File: config.mk
export PLATFORM = sky130hd
export DESIGN_NAME = dk_audio_sink
export DESIGN_NICKNAME = d
export VERILOG_FILES = /design/src/rtl/dk_audio_sink.sv
export SDC_FILE = /design/constraint.sdc
export NUM_CORES = 1
export LEC_CHECK = 0
export CORE_UTILIZATION = 59
export CTS_CLUSTER_DIAMETER = 200
export DETAILED_ROUTE_END_ITERATION = 7
export GPL_TIMING_DRIVEN = 0
export PLACE_DENSITY_LB_ADDON = 0.12
export SYNTH_ARGS = -nofsm -noshare
export SYNTH_HDL_FRONTEND = slang
export SYNTH_SLANG_ARGS = --single-unit
File: constraint.sdc
create_clock -name clk -period 2.6 [get_ports clk]
set_clock_uncertainty 0.05 [all_clocks]
set_input_delay 0.52 -clock clk [delete_from_list [all_inputs] [get_ports clk]]
set_output_delay 0.52 -clock clk [all_outputs]
set_load 0.05 [all_outputs]
File: src/rtl/dk_audio_sink.sv
// dk_audio_sink: consumer end of the discrete-sound sample interface.
// Generates the audio_clk_en sample strobe, captures each signed 16-bit
// sample one cycle after the strobe, and averages OVERSAMPLE captures
// (floor).
// Converts the average to offset-binary and queues it in an output FIFO.
// Optional build macro DK_AUDIO_SINK_DC_BLOCK_EN inserts a DC-blocking
// high-pass stage (one extra cycle) between the average and the conversion.
//
// Output handshake: out_valid means the FIFO is not empty and out_data is
// the head word. A word is consumed on a rising clk edge where
// out_valid && out_ready. out_data holds while out_valid=1 and out_ready=0.
// out_valid never depends combinationally on out_ready.
module dk_audio_sink #(
    parameter int CLOCK_RATE  = 192000,
    parameter int SAMPLE_RATE = 96000,
    parameter int OVERSAMPLE  = 2,
    parameter int FIFO_DEPTH  = 4
) (
    input  logic               clk,
    input  logic               I_RSTn,
    output logic               audio_clk_en,
    input  logic signed [15:0] in,
    output logic        [15:0] out_data,
    output logic               out_valid,
    input  logic               out_ready,
    output logic               overflow
);

    localparam int DIV = CLOCK_RATE / SAMPLE_RATE;
    localparam int DW  = (DIV > 1) ? $clog2(DIV) : 1;
    localparam int SH  = $clog2(OVERSAMPLE);
    localparam int AW  = 16 + SH;
    localparam int CW  = (SH > 0) ? SH : 1;
    localparam int PW  = $clog2(FIFO_DEPTH);

    localparam logic [DW-1:0] DIV_LAST = DW'(DIV - 1);
    localparam logic [CW-1:0] CNT_LAST = CW'(OVERSAMPLE - 1);

    // ---------------- strobe generation ----------------
    logic [DW-1:0] div_cnt;
    logic [DW-1:0] div_next;

    assign div_next = (div_cnt == DIV_LAST) ? '0 : div_cnt + 1'b1;

    // Divider counter; the strobe is registered so it is 0 in reset even when DIV==1.
    always_ff @(posedge clk) begin
        if (!I_RSTn) begin
            div_cnt      <= '0;
            audio_clk_en <= 1'b0;
        end else begin
            div_cnt      <= div_next;
            audio_clk_en <= (div_next == DIV_LAST);
        end
    end

    // ---------------- capture and accumulation ----------------
    logic                 cap_phase;
    logic        [CW-1:0] smp_cnt;
    logic signed [AW-1:0] acc;
    logic signed [AW-1:0] in_ext;
    logic signed [AW-1:0] sum;
    logic signed [15:0]   avg;
    logic signed [15:0]   avg_q;
    logic                 avg_vld;

    assign in_ext = AW'(in);
    assign sum    = acc + in_ext;
    assign avg    = 16'(sum >>> SH);

    // Capture phase marks the cycle after a strobe, when the producer's new sample has settled.
    always_ff @(posedge clk) begin
        if (!I_RSTn) begin
            cap_phase <= 1'b0;
        end else begin
            cap_phase <= audio_clk_en;
        end
    end

    // Accumulate captures; the OVERSAMPLE-th one forms the floor average and clears the sum.
    always_ff @(posedge clk) begin
        if (!I_RSTn) begin
            acc     <= '0;
            smp_cnt <= '0;
            avg_q   <= '0;
            avg_vld <= 1'b0;
        end else begin
            avg_vld <= 1'b0;
            if (cap_phase) begin
                if (smp_cnt == CNT_LAST) begin
                    avg_q   <= avg;
                    avg_vld <= 1'b1;
                    acc     <= '0;
                    smp_cnt <= '0;
                end else begin
                    acc     <= sum;
                    smp_cnt <= smp_cnt + 1'b1;
                end
            end
        end
    end

    // ---------------- optional DC block and conversion ----------------
    logic [15:0] push_word;
    logic        push_vld;

`ifdef DK_AUDIO_SINK_DC_BLOCK_EN
    localparam logic signed [17:0] SAT_HI = 18'sd32767;
    localparam logic signed [17:0] SAT_LO = -18'sd32768;

    logic signed [15:0] x_prev;
    logic signed [15:0] y_prev;
    logic signed [17:0] dc_sum;
    logic signed [15:0] y_sat;

    assign dc_sum = 18'(avg_q) - 18'(x_prev) + 18'(y_prev) - 18'(y_prev >>> 8);

    // Saturate the 18-bit filter result back to the 16-bit sample range.
    always_comb begin
        y_sat = dc_sum[15:0];
        if (dc_sum > SAT_HI) begin
            y_sat = 16'sh7FFF;
        end else if (dc_sum < SAT_LO) begin
            y_sat = 16'sh8000;
        end
    end

    // Filter state advances once per average; its output is the word pushed next cycle.
    always_ff @(posedge clk) begin
        if (!I_RSTn) begin
            x_prev    <= '0;
            y_prev    <= '0;
            push_word <= '0;
            push_vld  <= 1'b0;
        end else begin
            push_vld <= avg_vld;
            if (avg_vld) begin
                x_prev    <= avg_q;
                y_prev    <= y_sat;
                push_word <= y_sat ^ 16'h8000;
            end
        end
    end
`else
    assign push_word = avg_q ^ 16'h8000;
    assign push_vld  = avg_vld;
`endif

    // ---------------- output FIFO ----------------
    logic [15:0]   mem [FIFO_DEPTH];
    logic [PW:0]   wr_ptr;
    logic [PW:0]   rd_ptr;
    logic [PW-1:0] wr_idx;
    logic [PW-1:0] rd_idx;
    logic [15:0]   last_q;
    logic          empty;
    logic          full;
    logic          pop;
    logic          do_push;

    assign wr_idx    = wr_ptr[PW-1:0];
    assign rd_idx    = rd_ptr[PW-1:0];
    assign empty     = (wr_ptr == rd_ptr);
    assign full      = (wr_ptr[PW] != rd_ptr[PW]) && (wr_idx == rd_idx);
    assign out_valid = !empty;
    assign pop       = out_valid && out_ready;
    // A pop in the same cycle frees the slot, so a full FIFO still accepts the push.
    assign do_push   = push_vld && (!full || pop);
    assign out_data  = empty ? last_q : mem[rd_idx];

    // Storage array; contents are only visible through valid pointers, so no reset.
    always_ff @(posedge clk) begin
        if (do_push) begin
            mem[wr_idx] <= push_word;
        end
    end

    // Pointers, last-popped word (shown while empty) and sticky overflow flag.
    always_ff @(posedge clk) begin
        if (!I_RSTn) begin
            wr_ptr   <= '0;
            rd_ptr   <= '0;
            last_q   <= '0;
            overflow <= 1'b0;
        end else begin
            if (do_push) begin
                wr_ptr <= wr_ptr + 1'b1;
            end
            if (pop) begin
                rd_ptr <= rd_ptr + 1'b1;
                last_q <= mem[rd_idx];
            end
            if (push_vld && full && !pop) begin
                overflow <= 1'b1;
            end
        end
    end

endmodule
==> impl_metrics.toml, run 1 <==
[worst_hold_path]
hold_end = "div_cnt"
hold_class = "reg2reg"
min-delay-start = "div_cnt"
holdPathStages = 1

[drt]
wl_mm = 13.17
detail_route.iter0.violations = 187
detail_route.first_pass.iterations = 4
viasPerCell = 5.843
vias = 4055
wl_per_cell_um = 18.97
ant_nets = 0
drc = 0

[floorplanning]
die_w_um = 101.0
io_pins = 38
dieArea_um2 = 10190
num_rows = 35
die_h_um = 101.0
core_region_area_um2 = 9371
initial_core_util = 0.6166

[critical_path]
reg2reg_to = "avg_q[15]"
r2r_cells = 8
worst-path-max-fanout = 5
cp.required_ps = 2030
startpoint_type = "flop"
r2r_start = "acc[0]"
path_common_cell = "buf_12"
critPathSlowestCell = "mux4_2"
slowest_delay_ps = 530
worstSetupEndpointType = "primary output"
path_cells = "buf_6, buf_12, buf_12, mux4_2, mux2_4, buf_8"
arrival_ps = 2150
rrSetupSlack_ps = 360
critPathKind = "reg2out"

[global_routing]
grtUsageTotal = 0.2781
grt_overflow = 0
grt_pass1_vias = 4125
grt-busiest-layer = "met2"
grt_pass1_wl_mm = 20.89
grt_max_degree = 17
antenna_found_initial = 0
grtUsageMet2 = 0.4926
grt.met1_usage = 0.3296
grtUsageMet3 = 0.04924

[power]
ir_drop_v = 0.0006876
switchingPower_mw = 1.142
p_clk_frac = 0.460
pwr_density_cell_nw_per_um2 = 652.1
p_total_mw = 4.677
combPwrFrac = 0.087
p_int_mw = 3.535
power.leakage_nw = 2.546
power_switching_share = 0.2442
power_frac_seq = 0.454

[cts]
numCtsBuffers = 17
clk_pin_slew_ps = 60
clk_latency_ps = 510
cts_tree = "yes"
htreeDepth = 4
cts_buffer_depth = 2
ctsRootBufferMaster = "clkbuf_8"
clock_sinks = 126

[logic_synthesis]
synthArstFlopShare = 0
ys_warn_count = 0
synth_seq_area_share = 0.5474
synth_area_um2 = 5778
ys_types = 57
synth_most_common_cell = "nand2_1"
synthTopCellsByCount = "nand2_1 (71), edfxtp_1 (64), dfxtp_1 (62)"
synth_top_cell_by_area = "edfxtp_1"
syn_nets = 526
syn_inst = 485
synth_flop_cell = "edfxtp_1"
synthTopCellsByArea = "edfxtp_1 (33%), dfxtp_1 (21%), mux4_2 (6.2%), nand2_1 (4.6%), ha_1 (4.5%)"
synth_edf_count = 64
ys_seq_elements = 126
synth_top_area_frac = 0.3326
synth.avg_cell_area_um2 = 11.91

[sta]
fin_ws_ps = -122.1
max_slew_margin = 0.3468
drv_slew = 0
setup_viol = 15
max_freq_mhz = 367.4
finalCriticalPeriod_ps = 2722
finalHoldViolations = 0
tightestPinTransition_ps = 978.7
fin_crit_sh = 1.047
holdWs_ps = 386.1
fin_tns_setup_ps = -1583
rsz0062_at_grt = "yes"

[status]
violations = "negative setup slack"
status = "finished, violations left"

[placed_design]
place_area_um2 = 6335
dp_hpwl_mm = 8.050
portBuffers = 37
gp_congestion = 0.8875

[run]
timing.max_cap.violations = 0

[layout]
layout.nets = 593
area_growth_pct = 24.12
stdcell_area_um2 = 7172
antennaDiodeCount = 0
drive_above_1_share = 0.2088
worst max path at each step:
stage / cells after the start / slack [ps] / end / start
final: 6 / -120 / out_data[9] / flop
after floorplan: 8 / 320 / avg_q[15] / in[0]
after detailed placement: 5 / -350 / out_data[11] / flop
after global routing: 6 / -190 / out_data[9] / flop
after CTS: 6 / -150 / out_data[11] / flop
after global placement: 3 / -370 / mem[3][13] / out_ready
per-layer routing:
layer	share of wire	vias to the layer above
met3	0.044	27
met5	0	-
met2	0.52	134
met4	0.021	0
met1	0.42	1969
li1	-	1925
per-stage QoR:
step | std cells | utilization | setup WS (ps)
detailed placement | 652 | 0.6760 | -351.4
floorplan | 485 | - | 324.8
CTS | 690 | 0.7632 | -145.5
global route | 694 | 0.7653 | -186.3
finish | 694 | 0.7653 | -122.1
global placement | 651 | 0.6733 | -366.8
final cells by class:
class                   count  area [um^2]
flip-flops and latches    126         3169
repair buffers             49        569.3
fillers                   602         2200
clock inverters            15        122.6
inverters                  17        63.81
multi-input cells         324         2565
clock buffers              17        414.1
plain buffers              17        106.4
well taps                 129        161.4
cell usage in the layout, fill, tap and decap left out, types with 6 or more instances in the layout:
master / count
nand2_1: 71
edfxtp_1: 64
dfxtp_1: 57
a21oi_1: 23
a21boi_0: 23
ha_1: 21
clkdlybuf4s50_1: 20
inv_1: 16
mux4_2: 16
clkbuf_16: 16
mux2_4: 15
o21ai_0: 14
buf_8: 14
buf_4: 12
nor2_1: 12
nor2b_1: 12
nand3_1: 9
o31ai_1: 9
xor2_1: 7
and2_1: 7
clkbuf_1: 6
critical path, delay by kind of cell (launching register included):
| kind | cells | cell delay [ps] |
|---|---|---|
| multiplexers | 2 | 820 |
| buffers and inverters | 4 | 490 |
| flip-flops | 1 | 330 |
power groups by stage:
| stage | clock [mW] | sequential [mW] | combinational, mW |
|---|---|---|---|
| 6_report | 2.15 | 2.12 | 0.406 |
| 5_1_grt | 2.24 | 2.12 | 0.438 |
| 2_1_floorplan | 0 | 2.16 | 0.258 |
| 4_1_cts | 2.16 | 2.12 | 0.402 |
| 3_3_place_gp | 0 | 2.16 | 0.365 |
| 3_5_place_dp | 0 | 2.16 | 0.372 |
logic make-up after synthesis:
group                      Yosys count  synth area share
AOI/OAI and AO/OA                  106            0.1323
xor gates and xnor gates            15           0.02404
adders and majority gates           22           0.04894
buffers and inverters               35           0.02598
DFF                                126            0.5474
muxes                               37            0.1022
and+or+nand+nor                    144            0.1191
sequential cells by signal (all words and copies together) (netlist names), named ones only:
| register | flops |
|---|---|
| div_cnt | 1 |
| rd_ptr | 3 |
| acc | 17 |
| cap_phase | 1 |
| mem | 64 |
| wr_ptr | 3 |
| avg_q | 16 |
| last_q | 16 |
| overflow | 1 |
| avg_vld | 1 |
| smp_cnt | 1 |
what timing repair did:
item / in CTS / in global routing
gates cloned: 1 / 0
gates resized for setup: 154 / 4
setup buffers: 6 / 5
pin swaps: 1 / 2
endpoints found under the setup margin: 17 / 16
hold buffers: 0 / 0
(Power assumes the default switching activity.)
==> run 2: changes to the inputs <==
--- a/config.mk
+++ b/config.mk
@@ -5,10 +5,12 @@
 export SDC_FILE = /design/constraint.sdc
 export NUM_CORES = 1
 export LEC_CHECK = 0
+export ABC_CLOCK_PERIOD_IN_PS = 2600
 export CORE_UTILIZATION = 59
 export CTS_CLUSTER_DIAMETER = 200
 export DETAILED_ROUTE_END_ITERATION = 7
 export GPL_TIMING_DRIVEN = 0
+export HOLD_SLACK_MARGIN = 0.05
 export PLACE_DENSITY_LB_ADDON = 0.12
 export SYNTH_ARGS = -nofsm -noshare
 export SYNTH_HDL_FRONTEND = slang
==> results of run 2 <==
Final layout, timing and power as in run 1 (identical DEF).
